$ cat config.mk
export PLATFORM = sky130hd
export DESIGN_NAME = pc_unit
export DESIGN_NICKNAME = d
export VERILOG_FILES = /design/src/rtl/pc_unit.sv
export SDC_FILE = /design/constraint.sdc
export NUM_CORES = 1
export LEC_CHECK = 0
export CORE_MARGIN = 8
export CORE_UTILIZATION = 43
export DETAILED_ROUTE_END_ITERATION = 6
export PLACE_DENSITY = 0.92
export SYNTH_ARGS = -nofsm -noshare
export SYNTH_HDL_FRONTEND = slang
export SYNTH_SLANG_ARGS = --single-unit
$ cat constraint.sdc
create_clock -name clk -period 3.9 [get_ports clk]
set_input_delay 0.78 -clock clk [delete_from_list [all_inputs] [get_ports clk]]
set_output_delay 0.78 -clock clk [all_outputs]
set_load 0.02 [all_outputs]
$ cat src/rtl/pc_unit.sv
// Program-counter unit for the LC3 datapath with an optional return-address stack.
// Define PC_RAS_EN to build the RAS, push/pop handling and the sticky overflow/underflow flags.
module pc_unit #(
   parameter int               WIDTH     = 16,
   parameter int               DEPTH     = 8,
   parameter logic [WIDTH-1:0] RESET_VEC = '0
) (
   input  logic             clk,
   input  logic             reset,
   input  logic             ldPC,
   input  logic [1:0]       selPC,
   input  logic [WIDTH-1:0] eabOut,
   input  logic [WIDTH-1:0] Buss,
   input  logic             push,
   input  logic             pop,
   input  logic             clrFlags,
   output logic [WIDTH-1:0] PC,
   output logic             rasEmpty,
   output logic             rasFull,
   output logic             rasOvf,
   output logic             rasUnf
);

   logic [WIDTH-1:0] pc_q;
   logic [WIDTH-1:0] pc_d;
   logic [WIDTH-1:0] pc_inc;
   logic [WIDTH-1:0] ras_target;

   assign pc_inc = pc_q + WIDTH'(1);
   assign PC     = pc_q;

   always_comb begin
      pc_d = pc_q;
      if (ldPC) begin
         case (selPC)
            2'b00:   pc_d = pc_inc;
            2'b01:   pc_d = eabOut;
            2'b10:   pc_d = Buss;
            default: pc_d = ras_target;
         endcase
      end
   end

   always_ff @(posedge clk) begin
      if (reset) begin
         pc_q <= RESET_VEC;
      end else begin
         pc_q <= pc_d;
      end
   end

`ifdef PC_RAS_EN
   localparam int            AW       = $clog2(DEPTH);
   localparam logic [AW:0]   FULL_CNT = (AW+1)'(DEPTH);

   logic [WIDTH-1:0] stack_q [DEPTH];
   logic [WIDTH-1:0] stack_d [DEPTH];
   logic [AW-1:0]    tp_q;
   logic [AW-1:0]    tp_d;
   logic [AW-1:0]    tp_next;
   logic [AW:0]      cnt_q;
   logic [AW:0]      cnt_d;
   logic             ovf_q;
   logic             ovf_d;
   logic             unf_q;
   logic             unf_d;
   logic             empty;
   logic             full;
   logic             do_push;
   logic             do_pop;

   assign empty      = (cnt_q == '0);
   assign full       = (cnt_q == FULL_CNT);
   assign tp_next    = tp_q + AW'(1);
   assign do_push    = ldPC & push;
   assign do_pop     = ldPC & pop & (selPC == 2'b11);
   // Any return-source load with an empty stack falls back to the reset vector.
   assign ras_target = empty ? RESET_VEC : stack_q[tp_q];

   always_comb begin
      stack_d = stack_q;
      tp_d    = tp_q;
      cnt_d   = cnt_q;
      ovf_d   = ovf_q & ~clrFlags;
      unf_d   = unf_q & ~clrFlags;
      if (do_push && do_pop && !empty) begin
         stack_d[tp_q] = pc_inc;
      end else if (do_push) begin
         stack_d[tp_next] = pc_inc;
         tp_d             = tp_next;
         if (full) begin
            ovf_d = 1'b1;
         end else begin
            cnt_d = cnt_q + (AW+1)'(1);
         end
         // Swap on an empty stack: the pop underflows, the push still lands.
         if (do_pop) begin
            unf_d = 1'b1;
         end
      end else if (do_pop) begin
         if (empty) begin
            unf_d = 1'b1;
         end else begin
            tp_d  = tp_q - AW'(1);
            cnt_d = cnt_q - (AW+1)'(1);
         end
      end
   end

   always_ff @(posedge clk) begin
      if (reset) begin
         tp_q  <= '0;
         cnt_q <= '0;
         ovf_q <= 1'b0;
         unf_q <= 1'b0;
      end else begin
         tp_q  <= tp_d;
         cnt_q <= cnt_d;
         ovf_q <= ovf_d;
         unf_q <= unf_d;
      end
   end

   always_ff @(posedge clk) begin
      stack_q <= stack_d;
   end

   assign rasEmpty = empty;
   assign rasFull  = full;
   assign rasOvf   = ovf_q;
   assign rasUnf   = unf_q;
`else
   logic unused_inputs;

   assign unused_inputs = ^{push, pop, clrFlags};
   assign ras_target    = RESET_VEC;
   assign rasEmpty      = 1'b1;
   assign rasFull       = 1'b0;
   assign rasOvf        = 1'b0;
   assign rasUnf        = 1'b0;
`endif

endmodule

; ---- Word-level counts from Yosys, hierarchy flattened
; Index checks and enable logic that the tools add are counted.
[word_totals]
regBits = 16
input_bits = 40
output_inout_bits = 20
wordCells = 6
[classes]
n_addsub = 1
n_eq_ne = 2
muxes = 1
reduce_logical = 1
[ops]
columns = op, n
row1 = 16-bit case mux with 3 select lines, 1
row2 = "16-bit by 1-bit adder with 16-bit output, second input constant", 1
row3 = "2-bit by 1-bit equality test with 1-bit output, second input constant", 1
row4 = "2-bit equality test, second input constant", 1
row5 = 2-bit zero test, 1

; ---- Logic depth before layout (Yosys ltp)
[depth]
depth_word = 2
mapped_depth = 6
mapped_depth_nobuf = 5

; ---- Worst setup path after synthesis
; OpenSTA, ideal clock, no wires.
[synth_timing]
path_type = input-to-reg
startpoint = in selPC[0]
endpoint = reg pc_q[13], in the netlist PC[13]
setup_ns = 0.062
arrival_time_ns = 2.093
t_required_ns = 3.838
path_slack_ns = 1.745
path_stages = 5
path_buffers = 2
path_cell_list = buf_6 > or4b_1 > buf_2 > or4_1 > nand3_1
[synth_via]
elab_chain_cells = 2
elab_cells_between_ends = 4
classes_between = eq/ne: 2 / mux: 1 / reduce/logical: 1
[synth_rtl]
columns = item, line_no
row1 = from (decl), 11  ; input logic [1:0] selPC,
row2 = "2-bit equality test, or another cell as far along", 35  ; case (selPC)
row3 = 16-bit case mux with 3 select lines (*), 35
row4 = to (signal assigned), 48  ; pc_q <= pc_d;
row5 = to (decl), 24  ; logic [WIDTH-1:0] pc_q;
; Every way passes the cells marked *; elsewhere a longest branch is shown, timed or not.
; A chain may end at the register's enable or synchronous reset.

; ---- Worst setup path after layout
[layout_timing]
startpoint = in selPC[1]
endpoint = reg pc_q[13], in the netlist PC[13]
; The elaborated chain is that of the path after synthesis.

==> run_results.csv <==
group,metric,value,unit
yosys,synthTopCellsByArea,"dfxtp_1, nor2_1, a21oi_1, nand2_1, a2bb2oi_1",
global_route,grt_pass1_vias,1435,
cts,cts_buffers,3,
yosys,yosysSeqAreaShare,0.270,
sta,rsz0062_at_grt,"false",
yosys,netlist.area_leader.share,0.270,
die,ios,60,
detailed_routing,drtIter0Drc,65,
worst_setup_path,required,4.15,ns
cts,postCtsResizedCells,0,
min_path,hp-start,"PC[1]",
layout,n_antenna_cell,0,
detailed_routing,num_vias,1434,
cts,path_clk_slew,0.11,ns
layout,fin_util,0.643,
sta,finalCriticalPeriod,2.55,ns
detailed_routing,vias_per_cell,6.23,
job,cap_violations,0,
pwr,power_density,272,mW/mm2
yosys,synthCells,153,
yosys,synth-seq-cells,16,
yosys,synth_compound_area_frac,0.358,
global_route,grt_pass1_wl,6.44,mm
cts,htree_levels,1,
global_route,grt_overflow,0,
pwr,p_leak,0.611,nW
worst_setup_path,end_kind,"register",
layout,multi_input_area,777,um2
worst_setup_path,r2r_start,"PC[2]",
die,dieHeight,68.5,um
cts,cts_tree,"yes",
status,status,"finished clean",
cts,cts_setup_buffers,0,
layout,largest_register_ff_count,16,
worst_setup_path,criticalPathCategory,"input port to register",
cts,postCtsHoldBufs,0,
cts,cts-root-buf,"clkbuf_4",
worst_setup_path,critPathArrivalTime,2.80,ns
worst_setup_path,crit_fanout,13,
yosys,ys.warnings.count,0,
worst_setup_path,startpoint,"selPC[1]",
yosys,synthFlopType,"dfxtp_1",
min_path,hp-class,"register to register",
detailed_routing,wirelength,4.08,mm
sta,tns,0,ns
yosys,synth.avg_cell_area,7.74,um2
sta,finalSetupViolCount,0,
sta,hold_viol,0,
cts,cts_max_path_buffers,2,
die,chipWidth,68.5,um
die,die-area,0.00469,mm2
yosys,async_flop_share,0,
layout,fin_nets,241,
sta,hold_slack,0.552,ns
layout,n_fill_cell,234,
yosys,netlist_area,0.00118,mm2
global_route,grt_max_degree,14,
global_route,grt_use_total,0.173,
die,start_util,0.441,
sta,skew,0.00655,ns
yosys,muxShareOfSynthArea,0.0253,
layout,seq_area,320,um2
sta,maxSlewViolCount,0,
detailed_routing,drc,0,
layout,instances_no_fill,230,
sta,finalCritPeriodShare,0.653,
detailed_routing,first_pass_iters,4,
layout,final_cell_mix,"clkdlybuf4s50_1, dfxtp_1, nor2_1",
worst_setup_path,cp-start-kind,"input port",
yosys,synth_top_family_by_area,"compound AO/OA/AOI/OAI gates",
yosys,synth_adder_area_share,0.0106,
placement,hpwl,3.10,mm
yosys,synthSimpleGateAreaFrac,0.242,
sta,fmax,393,MHz
layout,area_growth,45.7,%
layout,drive_above_1_share,0.0402,
detailed_routing,final_antenna_net_count,0,
placement,post-place-cells,226,
die,rows,19,
placement,io_buffers,52,
placement,globalplace.congestion,0.868,
detailed_routing,wl_per_cell,17.7,um
cts,clk_latency,0.30,ns
global_route,antenna_found_initial,0,
yosys,synthXorXnorAreaFrac,0.00739,
yosys,yosys.area.top_type,"dfxtp_1",
yosys,ys_types,52,
die,core,0.00269,mm2
yosys,synth_edf_count,0,
pwr,power,0.000469,W
sta,tightest_slew,0.587,ns
cts,cts_sinks,16,
layout,final_common_cell,"clkdlybuf4s50_1",
sta,maxSlewHeadroom,0.608,
pwr,vdd_drop_max,0.223,mV
[worst paths after layout]
check	slack (ns)	to	depth (start not counted)
setup / recovery	1.35	PC[13]	4
hold reg to reg	0.55	PC[1]	2
hold / removal	0.55	PC[1]	2
setup reg to reg	2.02	PC[15]	4
[critical path, stage by stage]
cell and delay, ns:
clkdlybuf4s50_1 0.65, or4b_1 0.72, or4_1 0.55, nand3_1 0.08
[through the flow]
stage	worst slack, ns	cell area [um2]
floorplan	1.74	1190
global placement	1.10	1690
detailed placement	1.06	1690
CTS	1.37	1730
global route	1.24	1730
finish	1.35	1730
[per-layer routing]
metal | part of all wire | vias up | global-route usage
li1 | - | 687 | -
met1 | 0.41 | 687 | 0.200
met2 | 0.51 | 56 | 0.295
met3 | 0.074 | 4 | 0.0485
met4 | 0.0079 | 0 | 0.0716
met5 | 0 | - | 0
[cell type report]
class,count,area share
sequential,16,0.186
inverter,3,0.00652
multi-input combinational,121,0.450
clock buffer,4,0.0210
timing repair buffer,55,0.314
tap,31,0.0225
[report_power, final]
part	switching, W	internal (W)	total, W
logic	0.0000672	0.0000822	0.000149
clock network	0.0000636	0.0000570	0.000121
registers	0.0000227	0.000177	0.000199
[cell families (layout without fill, tap and decap cells)]
logic type      count (synthesis)  in the layout
compound gates                 58             58
xor+xnor                        1              1
fa+ha+maj                       1              1
buf+inv                        18             62
flops                          16             16
mux                             3              3
other cells                     2              4
simple gates                   54             54
[cells in the mapped netlist (all sizes together), types with 2 or more instances]
cell type / n
conb: 2
a21oi: 9
inv: 2
a221oi: 2
o22ai: 2
buf: 10
a22o: 2
nand3: 7
nor3: 3
a31oi: 4
nor2: 13
or4: 3
o21ai: 7
a22oi: 4
a2bb2oi: 4
o31a: 2
o21a: 2
and4: 3
o311ai: 3
nor2b: 2
nand2: 10
a222oi: 3
dfxtp: 16
nand4: 4
mux2i: 3
clkbuf: 5
a211oi: 4
or2: 2
Power figures use the tool's default switching activity.
